--- config.mk ---
export PLATFORM = sky130hd
export DESIGN_NAME = frog_controller
export DESIGN_NICKNAME = d
export VERILOG_FILES = /design/src/rtl/frog_controller.sv
export SDC_FILE = /design/constraint.sdc
export NUM_CORES = 1
export LEC_CHECK = 0
export ABC_AREA = 0
export BUFFER_PORTS_ARGS = -buffer_cell sky130_fd_sc_hd__buf_2
export CAP_MARGIN = 20
export CORE_ASPECT_RATIO = 1.1
export CORE_UTILIZATION = 30
export DETAILED_ROUTE_END_ITERATION = 16
export GPL_TIMING_DRIVEN = 1
export SLEW_MARGIN = 20
export SYNTH_ARGS = -nofsm -noshare
export SYNTH_HDL_FRONTEND = slang
export SYNTH_SLANG_ARGS = --single-unit
export TNS_END_PERCENT = 100
--- constraint.sdc ---
create_clock -name clk -period 3.9 [get_ports clk]
set_clock_uncertainty 0.15 [all_clocks]
set_input_delay 0 -clock clk [delete_from_list [all_inputs] [get_ports clk]]
set_output_delay 0 -clock clk [all_outputs]
set_load 0.01 [all_outputs]
--- src/rtl/frog_controller.sv ---
// frog_controller
//   Turns one-cycle direction strobes into the frog's grid position, score and
//   round state for the 16x16 LED playfield. Owns hop legality, edge clamping,
//   the death/goal freeze periods and respawn at (START_COL, 0).
//
//   State | meaning
//   PLAY  | frog accepts moves, hazards kill
//   DEAD  | hit taken, frog hidden, freeze running
//   GOAL  | goal row reached, frog shown, freeze running
//   OVER  | lives exhausted, frozen until reset (FROG_LIVES_EN only)
//
// Ports
//   clk, reset        : clock, synchronous active-high reset
//   up/down/left/right: one-cycle move strobes, priority up>down>left>right
//   hit               : frog overlaps a hazard this cycle
//   frog_x, frog_y    : current cell
//   frog_vis          : frog drawn when 1
//   hop               : one-cycle pulse on every accepted move
//   score             : goals reached, saturating at 255
//   lives, game_over  : present only when FROG_LIVES_EN is defined
//
// Config macro: FROG_LIVES_EN enables the three-life game with a terminal state.
module frog_controller #(
  parameter int COLS          = 16,
  parameter int ROWS          = 16,
  parameter int START_COL     = 7,
  parameter int FREEZE_CYCLES = 25000000
) (
  input  logic       clk,
  input  logic       reset,
  input  logic       up,
  input  logic       down,
  input  logic       left,
  input  logic       right,
  input  logic       hit,
  output logic [3:0] frog_x,
  output logic [3:0] frog_y,
  output logic       frog_vis,
  output logic       hop,
  output logic [7:0] score
`ifdef FROG_LIVES_EN
  ,
  output logic [1:0] lives,
  output logic       game_over
`endif
);

  localparam int CW = $clog2(FREEZE_CYCLES);
  localparam logic [CW-1:0] FREEZE_LOAD = CW'(FREEZE_CYCLES - 1);
  localparam logic [3:0] X_START = 4'(START_COL);
  localparam logic [3:0] X_MAX   = 4'(COLS - 1);
  // An up from this row lands on the goal row.
  localparam logic [3:0] Y_PRE_GOAL = 4'(ROWS - 2);

  typedef enum logic [1:0] {
    S_PLAY,
    S_DEAD,
    S_GOAL
`ifdef FROG_LIVES_EN
    , S_OVER
`endif
  } state_t;

  state_t        r_state;
  logic [CW-1:0] r_cnt;
  logic [3:0]    r_x;
  logic [3:0]    r_y;
  logic          r_vis;
  logic          r_hop;
  logic [7:0]    r_score;
`ifdef FROG_LIVES_EN
  logic [1:0]    r_lives;
  logic          r_game_over;
`endif

  always_ff @(posedge clk) begin
    if (reset) begin
      r_state <= S_PLAY;
      r_cnt   <= '0;
      r_x     <= X_START;
      r_y     <= 4'd0;
      r_vis   <= 1'b1;
      r_hop   <= 1'b0;
      r_score <= 8'd0;
`ifdef FROG_LIVES_EN
      r_lives     <= 2'd3;
      r_game_over <= 1'b0;
`endif
    end else begin
      r_hop <= 1'b0;
      case (r_state)
        S_PLAY: begin
          if (hit) begin
`ifdef FROG_LIVES_EN
            if (r_lives == 2'd1) begin
              // Last life: straight to the terminal state, no freeze.
              r_lives     <= 2'd0;
              r_game_over <= 1'b1;
              r_vis       <= 1'b0;
              r_state     <= S_OVER;
            end else begin
              r_lives <= r_lives - 2'd1;
              r_vis   <= 1'b0;
              r_cnt   <= FREEZE_LOAD;
              r_state <= S_DEAD;
            end
`else
            r_vis   <= 1'b0;
            r_cnt   <= FREEZE_LOAD;
            r_state <= S_DEAD;
`endif
          end else if (up) begin
            r_y   <= r_y + 4'd1;
            r_hop <= 1'b1;
            if (r_y == Y_PRE_GOAL) begin
              if (r_score != 8'hFF) r_score <= r_score + 8'd1;
              r_cnt   <= FREEZE_LOAD;
              r_state <= S_GOAL;
            end
          end else if (down) begin
            // A blocked strobe still wins priority; lower strobes are dropped.
            if (r_y != 4'd0) begin
              r_y   <= r_y - 4'd1;
              r_hop <= 1'b1;
            end
          end else if (left) begin
            if (r_x != 4'd0) begin
              r_x   <= r_x - 4'd1;
              r_hop <= 1'b1;
            end
          end else if (right) begin
            if (r_x != X_MAX) begin
              r_x   <= r_x + 4'd1;
              r_hop <= 1'b1;
            end
          end
        end
        S_DEAD, S_GOAL: begin
          if (r_cnt == '0) begin
            r_x     <= X_START;
            r_y     <= 4'd0;
            r_vis   <= 1'b1;
            r_state <= S_PLAY;
          end else begin
            r_cnt <= r_cnt - 1'b1;
          end
        end
        default: begin
          // OVER (or an unused encoding): hold until reset.
        end
      endcase
    end
  end

  assign frog_x   = r_x;
  assign frog_y   = r_y;
  assign frog_vis = r_vis;
  assign hop      = r_hop;
  assign score    = r_score;
`ifdef FROG_LIVES_EN
  assign lives     = r_lives;
  assign game_over = r_game_over;
`endif

endmodule

==> results of run 1 <==
tightest hold or removal path, cell delays in order:
cell	delay [ns]
buf_2	0.16
xnor2_1	0.12
nand3b_1	0.09
a31oi_1	0.07
how the worst min path moves through the flow:
| stage | start | to | slack [ns] | depth (start not counted) |
|---|---|---|---|---|
| 2_1_floorplan | hit | r_state[0]$_SDFFE_PP0P_ | -0.01 | 2 |
| 3_3_place_gp | down | hop$_SDFF_PP0_ | 0.17 | 3 |
| 3_5_place_dp | hit | r_state[0]$_SDFFE_PP0P_ | 0.18 | 3 |
| 4_1_cts | up | frog_y[3]$_SDFFE_PP0P_ | 0.02 | 4 |
| 5_1_grt | up | frog_y[3]$_SDFFE_PP0P_ | 0.06 | 4 |
| 6_report | up | frog_y[3]$_SDFFE_PP0P_ | 0.04 | 4 |
sequential cells by signal, indices dropped and copies added, names as in the netlist:
register / cells
score: 8
hop: 1
frog_x: 4
r_cnt: 25
r_state: 2
frog_y: 4
frog_vis: 1
cells by family (layout without fill, tap and decap cells):
kind of cell             after synthesis  in the layout  share of synthesized area
flip-flops                            45             45                      0.339
AO/OA/AOI/OAI                         80             80                      0.196
multiplexers                           4              4                     0.0151
XOR/XNOR                              13             13                     0.0428
buffers and inverters                 27             51                     0.0447
AND/OR/NAND/NOR                      139            139                      0.310
adder cells (fa/ha/maj)               10             10                     0.0527
routing by layer:
metal / GRT usage / vias to the layer above / part of all wire
met5: 0 / - / 0
met2: 0.253 / 56 / 0.47
met4: 0.0529 / 0 / 0.014
met1: 0.168 / 1187 / 0.47
met3: 0.0294 / 6 / 0.039
li1: - / 1253 / -
power breakdown:
group          switching (mW)  total (mW)  internal (mW)
Combinational           0.738        1.23          0.497
Sequential              0.182       0.798          0.615
Clock                   0.161       0.305          0.144
layout make-up:
class / instances / area (um^2)
Timing Repair Buffer: 28 / 158
Sequential cell: 45 / 901
Clock buffer: 6 / 82.6
Clock inverter: 2 / 13.8
Inverter: 15 / 56.3
Multi-Input combinational cell: 246 / 1640
Fill cell: 895 / 5510
Tap cell: 111 / 139
synthesized netlist by cell type, types with 5 or more instances:
cell      count  area (um^2)
a31oi_1       7         43.8
ha_1          8          100
inv_1        15         56.3
xnor2_1      12          105
clkbuf_1      7         26.3
nor4_1       17          106
nand4_1       7         43.8
or4_1        14          105
or3_1         5         31.3
nand2b_1      6         37.5
nor2_1       24         90.1
dfxtp_1      45          901
nor3_1        9         45.0
a21oi_1      18         90.1
a21boi_0      5         37.5
o21ai_0      19         95.1
nand2_1      16         60.1
nand3_1      14         70.1
stage by stage:
stage	hold slack [ns]	instances	power [mW]	area [um^2]
finish	0.0413	453	2.34	2990
floorplan	-0.0140	318	1.73	2660
global route	0.0621	453	2.55	2990
detailed placement	0.176	442	2.03	2860
CTS	0.0227	453	2.35	2990
global placement	0.167	442	1.99	2860
==> results.txt, run 1 <==
run status = completed
type of the tightest min-delay check = input port to flop
CP Capture Type = flop
GRT Util Overall = 0.142
Max IR drop VDD = 259 uV
final WL = 6300 um
worst r2r dst = frog_y[3]$_SDFFE_PP0P_
Worst-Skew Late Latency = 0.29 ns
pin count of the biggest net entering global routing = 40
synthesis-to-layout area growth = 12.4%
layout net count = 358
Initial Util = 0.313
die outline width = 91.7 um
DR vias/cell = 5.52
Mapped Nets = 335
CP Max Fanout = 22
hold buffers post-CTS = 3
WP buf/inv = 1
GRT overflow = 0
min cycle time layout = 2.99 ns
commonest cells after routing, fill and taps aside = 45 x dfxtp_1, 24 x nor2_1, 24 x buf_2, 19 x o21ai_0, 18 x a21oi_1
DRC = 0
CP Launch Point = r_state[1]$_SDFFE_PP0P_
CTS tree = done
total clock sinks = 45
synthesized flop and latch total = 45
Seq/Total Area, Yosys = 0.339
CP dominant cell by count = a31oi_1
final setup TNS = 0 ns
critical path depth = 7
Main synth FF type = dfxtp_1
Setup crit end = frog_y[3]$_SDFFE_PP0P_
Rows = 35
Detail Route Antenna Nets = 0
Hold Fails Final Rpt = 0
library cells used by synthesis = 59
Fmax achieved = 0.334 GHz
Util after Layout = 0.352
Final Slew Violations = 0
Core Region = 8500 um^2
number of global-route vias before repair = 2378
buffer depth of the longest clock path = 2
Post-synth EDFFs = 0
Synth Cell Area = 2660 um^2
RSZ-0062 raised after global routing = no
crit-path max cell delay = 0.66 ns
Relative slew margins = 0.324
Buffers on Ports = 24
number of max-cap violations = 0
R2R setup slack = 0.91 ns
Post-CTS Setup Repair Bufs = 0
Final HPWL DP = 4540 um
crit path cell chain = inv_1 > ha_1 > nand3b_1 > nor4_1 > a31oi_1 > or4b_1 > a31oi_1
routed via count = 2502
Crit-path slowest cell = ha_1
worst path arrival time = 3.06 ns
cells after synthesis = 318
Die Y = 101 um
CTS resizes = 0
initial antenna violation count = 0
global-route wire length before repair = 10700 um
ANT cells = 0
P per Cell Area = 782 nW/um^2
Routed WL per cell = 13.9 um
Worst-path clk slew = 0.09 ns
Boundary Pins = 25
crit share post-route = 0.767
routability congestion estimate = 0.851
1st-pass router iterations = 4
final worst slack = 0.909 ns
crit path kind = flop to flop
startpoint type of the worst setup path = flop
Syn Area/Cell = 8.36 um^2
clock root buffer = clkbuf_8
crit-path leading delay family = simple AND/OR/NAND/NOR gates
DR iter-0 viols = 159
Tightest Pin Transition = 1.01 ns
Worst Path Required = 3.97 ns
H-tree level count = 2
Static Leak = 1.10 nW
share of layout cells above drive strength 1 = 0.140
yosys warns = 0
cts bufs inserted = 5
r2r startpoint = r_state[1]$_SDFFE_PP0P_
commonest non-fill, non-tap cell in the layout = dfxtp_1
Reg2Reg Depth = 7
Setup WS pre-CTS = 0.945 ns
Setup-failing EPs final = 0
DIE AREA = 9240 um^2
ys async rst share = 0
Note: power is estimated with default switching activity, not from simulation.
==> inputs of run 2 (changes only) <==
clock period = 2.4 ns   (was 3.9 ns; I/O delays follow)
==> results.txt, run 2 (synthesis gave the netlist of run 1 again) <==
run status = finished with violations
failing checks = setup timing
Final HPWL DP = 5220 um
startpoint type of the worst setup path = flop
Comb pwr share = 0.659
final WL = 7440 um
Core Region = 8500 um^2
Largest Register = r_cnt
Setup-failing EPs final = 5
Placed Instance Area = 3320 um^2
clock root buffer = clkbuf_8
fin area = 3730 um^2
synthesis-to-layout area growth = 40.5%
crit path kind = flop to flop
routability congestion estimate = 0.809
hold path depth = 4
cts bufs inserted = 5
layout net count = 426
die outline width = 91.7 um
crit path cell chain = inv_2 > ha_4 > or4b_4 > or3_4 > or4_4 > or4b_1 > nand3_1
DR vias/cell = 5.36
switching share of power = 0.433
Hold Path End = hop$_SDFF_PP0_
final worst slack = -0.248 ns
Worst-Skew Late Latency = 0.30 ns
crit share post-route = 1.10
DR iter-0 viols = 130
number of max-cap violations = 0
Detail Route Antenna Nets = 0
Max IR drop VDD = 395 uV
commonest non-fill, non-tap cell in the layout = buf_4
fin cells = 521
Tightest Pin Transition = 0.980 ns
DRC = 0
Final Slew Violations = 0
Util after Layout = 0.439
Hold Fails Final Rpt = 0
number of global-route vias before repair = 2660
min cycle time layout = 2.65 ns
routed via count = 2795
1st-pass router iterations = 4
share of layout cells above drive strength 1 = 0.351
Relative slew margins = 0.346
CP Max Fanout = 7
Buffers on Ports = 24
crit-path leading delay family = simple AND/OR/NAND/NOR gates
H-tree level count = 2
R2R setup slack = -0.25 ns
Die Y = 101 um
Fmax achieved = 0.378 GHz
pin count of the biggest net entering global routing = 21
Static Leak = 1.47 nW
Clock power frac = 0.115
r2r startpoint = r_cnt[1]$_SDFFE_PP0P_
Initial Util = 0.313
global-route wire length before repair = 12100 um
worst hold start = right
Worst-path clk slew = 0.09 ns
WP buf/inv = 1
GRT Util Overall = 0.163
ANT cells = 0
Crit-path slowest cell = or4b_1
Reg2Reg Depth = 7
Worst Path Required = 2.50 ns
Power, Total = 5.18 mW
type of the tightest min-delay check = input port to flop
commonest cells after routing, fill and taps aside = 64 x buf_4, 42 x dfxtp_1, 24 x buf_2, 23 x nor2_1, 19 x o21ai_0
GRT overflow = 0
Hold Slack = 0.0522 ns
worst path arrival time = 2.75 ns
CP Capture Type = flop
crit-path max cell delay = 0.51 ns
placed cell count = 500
total clock sinks = 45
initial antenna violation count = 0
Rows = 35
P per Cell Area = 1390 nW/um^2
Internal Power = 2.94 mW
buffer depth of the longest clock path = 2
CTS tree = done
RSZ-0062 raised after global routing = yes
DIE AREA = 9240 um^2
max reg flops = 25
worst r2r dst = r_cnt[18]$_SDFFE_PP0P_
Flop pwr share = 0.226
Psw = 2.24 mW
Boundary Pins = 25
Routed WL per cell = 14.3 um
[run 2: changes by cell type in the layout (fill, tap and decap cells not counted), moves of 3 or more]
| cell | before | now |
|---|---|---|
| buf_4 | 1 | 64 |
| or4_4 | 1 | 8 |
| nor4_1 | 17 | 11 |
| or4_1 | 14 | 9 |
| buf_6 | 0 | 3 |
| dfxtp_1 | 45 | 42 |
| dfxtp_2 | 0 | 3 |
| nor4_2 | 1 | 4 |
| nor4_4 | 0 | 3 |
[run 2: routing by layer]
metal / share of wire / vias up / track usage
li1: - / 1394 / -
met1: 0.45 / 1318 / 0.194
met2: 0.49 / 71 / 0.286
met3: 0.039 / 12 / 0.0309
met4: 0.020 / 0 / 0.0709
met5: 0 / - / 0
[run 2: area by class of cell]
type,count,area [um^2]
sequential,45,905
fill,839,4760
tap,111,139
clock inverter,3,46.3
clock buffer,5,68.8
timing repair buffer,95,674
multi-input combinational,247,1840
inverter,15,56.3
[run 2: stage by stage]
stage | setup TNS [ns] | setup WS, ns
3_5_place_dp | -2.04 | -0.237
6_report | -0.831 | -0.248
5_1_grt | -1.89 | -0.326
2_1_floorplan | -0.949 | -0.291
4_1_cts | -0.826 | -0.250
3_3_place_gp | -1.23 | -0.198
[run 2: repair_timing]
| action | 4_1_cts | 5_1_grt |
|---|---|---|
| setup buffers | 4 | 4 |
| setup endpoints to repair | 19 | 34 |
| gates cloned | 1 | 0 |
| hold buffers | 4 | 0 |
| hold endpoints to repair | 9 | 0 |
| pin swaps | 6 | 9 |
| gates resized for setup | 12 | 24 |
[run 2: worst register-to-register path: cells and delay by family, from the launching register on]
kind                     cells  cell delay (ns)
adder cells (fa/ha/maj)      1             0.12
buffers and inverters        1             0.07
flip-flops                   1             0.33
AND/OR/NAND/NOR              5             1.90
[run 2: power by group through the flow]
stage | logic, mW | clock network, mW | registers [mW]
global placement | 2.79 | 0 | 1.17
detailed placement | 2.83 | 0 | 1.18
finish | 3.41 | 0.596 | 1.17
CTS | 3.07 | 0.612 | 1.16
global route | 3.72 | 0.656 | 1.21
floorplan | 1.58 | 0 | 1.27
[run 2: how the worst max path moves through the flow]
| stage | startpoint | end | slack, ns | depth (start not counted) |
|---|---|---|---|---|
| after floorplan | r_cnt[1]$_SDFFE_PP0P_ | r_cnt[18]$_SDFFE_PP0P_ | -0.29 | 8 |
| after global placement | r_cnt[1]$_SDFFE_PP0P_ | r_cnt[18]$_SDFFE_PP0P_ | -0.20 | 7 |
| after detailed placement | r_cnt[1]$_SDFFE_PP0P_ | r_cnt[18]$_SDFFE_PP0P_ | -0.24 | 7 |
| after CTS | r_cnt[1]$_SDFFE_PP0P_ | r_cnt[18]$_SDFFE_PP0P_ | -0.25 | 7 |
| after global routing | r_cnt[1]$_SDFFE_PP0P_ | r_cnt[20]$_SDFFE_PP0P_ | -0.33 | 7 |
| final | r_cnt[1]$_SDFFE_PP0P_ | r_cnt[18]$_SDFFE_PP0P_ | -0.25 | 7 |
==> inputs of run 3 (changes only) <==
clock period = 2.2 ns   (was 2.4 ns; I/O delays follow)
==> results.txt, run 3 (synthesis gave the netlist of run 1 again) <==
run status = finished with violations
Setup-failing EPs final = 24
Core Region = 8500 um^2
crit share post-route = 1.20
DR vias/cell = 5.37
Worst-path clk slew = 0.09 ns
failing checks = setup timing
number of global-route vias before repair = 2764
worst path arrival time = 2.75 ns
DRC = 0
synthesis-to-layout area growth = 55.3%
total clock sinks = 45
R2R setup slack = -0.45 ns
wire length on met1 = 3660 um
placed cell count = 512
Worst Path Required = 2.31 ns
GRT overflow = 0
routed via count = 2933
buffer depth of the longest clock path = 2
GRT Util Overall = 0.168
min cycle time layout = 2.65 ns
Routed WL per cell = 15.1 um
Buffers on Ports = 24
Die Y = 101 um
DR iter-0 viols = 113
Initial Util = 0.313
CTS tree = done
H-tree level count = 2
Boundary Pins = 25
final setup TNS = -3.82 ns
crit path cell chain = inv_2 > ha_4 > or4b_4 > or3_4 > or4_4 > or4b_1 > nand3_1
Tightest Pin Transition = 0.637 ns
pin count of the biggest net entering global routing = 24
share of layout cells above drive strength 1 = 0.448
number of max-cap violations = 0
global-route wire length before repair = 12500 um
commonest cells after routing, fill and taps aside = 83 x buf_4, 37 x dfxtp_1, 24 x buf_2, 23 x nor2_1, 15 x nand2_1
CP Launch Point = r_cnt[1]$_SDFFE_PP0P_
initial antenna violation count = 0
1st-pass router iterations = 4
die outline width = 91.7 um
Final Slew Violations = 0
layout net count = 451
Worst-Skew Late Latency = 0.31 ns
Static Leak = 1.64 nW
RSZ-0062 raised after global routing = yes
commonest non-fill, non-tap cell in the layout = buf_4
Relative slew margins = 0.575
startpoint type of the worst setup path = flop
top sig layer = met4
fin cells = 546
Fmax achieved = 0.378 GHz
Final HPWL DP = 5460 um
Rows = 35
crit-path leading delay family = simple AND/OR/NAND/NOR gates
Crit-path slowest cell = or4b_1
max reg flops = 25
Largest Register = r_cnt
final worst slack = -0.446 ns
r2r startpoint = r_cnt[1]$_SDFFE_PP0P_
cts bufs inserted = 5
Max IR drop VDD = 654 uV
final WL = 8240 um
ANT cells = 0
crit-path max cell delay = 0.51 ns
WP buf/inv = 1
routability congestion estimate = 0.883
P per Cell Area = 1580 nW/um^2
Hold Fails Final Rpt = 0
worst hold start = up
clock root buffer = clkbuf_8
Hold Slack = 0.00573 ns
Detail Route Antenna Nets = 0
crit path kind = flop to flop
type of the tightest min-delay check = input port to flop
DIE AREA = 9240 um^2
CP Max Fanout = 7
DR WL met2 = 4040 um
met3 wire length = 292 um
CP Capture Type = flop
-- run 3: cell types whose count changed in the layout (fill, tap and decap cells not counted), moves of 3 or more --
cell      previous run  this run
a311oi_1             3         0
a311oi_2             0         3
buf_4               64        83
nor4_4               3         7
dfxtp_2              3         8
a21oi_2              1         4
o21ai_0             19        13
o21ai_1              1         6
dfxtp_1             42        37
a21oi_1             17        13
nor4_1              11         7
buf_6                3        10
-- run 3: worst reg2reg max path, cell delays in order, from the launching register on --
cell	delay, ns
dfxtp_2	0.33
inv_2	0.07
ha_4	0.13
or4b_4	0.46
or3_4	0.38
or4_4	0.47
or4b_1	0.52
nand3_1	0.09
-- run 3: stage by stage --
| stage | power, mW | cell area, um^2 | setup WS [ns] | utilization |
|---|---|---|---|---|
| after floorplan | 3.18 | 2720 | -0.491 | - |
| after global placement | 4.54 | 3440 | -0.403 | 0.404 |
| after detailed placement | 4.62 | 3440 | -0.429 | 0.404 |
| final | 6.50 | 4130 | -0.446 | 0.486 |
| after global routing | 6.94 | 4130 | -0.514 | 0.486 |
| after CTS | 5.72 | 3820 | -0.437 | 0.450 |
-- run 3: metal layers --
metal  track usage  vias up
li1              -     1438
met1         0.204     1405
met2         0.288       70
met3        0.0324       20
met4        0.0745        0
met5             0        -
-- run 3: cell type report --
type | instances | area, um^2
clock buffers | 5 | 68.8
clock inverters | 3 | 22.5
fillers | 812 | 4370
inverters | 15 | 56.3
multi-input cells | 246 | 2030
flip-flops and latches | 45 | 911
well taps | 111 | 139
repair buffers | 121 | 896
-- run 3: timing repair --
item | 4_1_cts | 5_1_grt
resized for setup | 40 | 48
hold buffers | 4 | 0
endpoints found under the setup margin | 35 | 35
buffers inserted | 10 | 14
pin swaps | 11 | 16
hold endpoints to repair | 13 | 0
-- run 3: final timing paths --
path / to / depth (start not counted)
max reg2reg: r_cnt[18]$_SDFFE_PP0P_ / 7
min reg2reg: r_state[1]$_SDFFE_PP0P_ / 2
max: r_cnt[18]$_SDFFE_PP0P_ / 7
min: frog_y[3]$_SDFFE_PP0P_ / 4
-- run 3: report_power, final --
group / switching [mW] / internal [mW]
Sequential: 0.176 / 1.10
Clock: 0.315 / 0.223
Combinational: 2.35 / 2.33
Total: 2.84 / 3.66
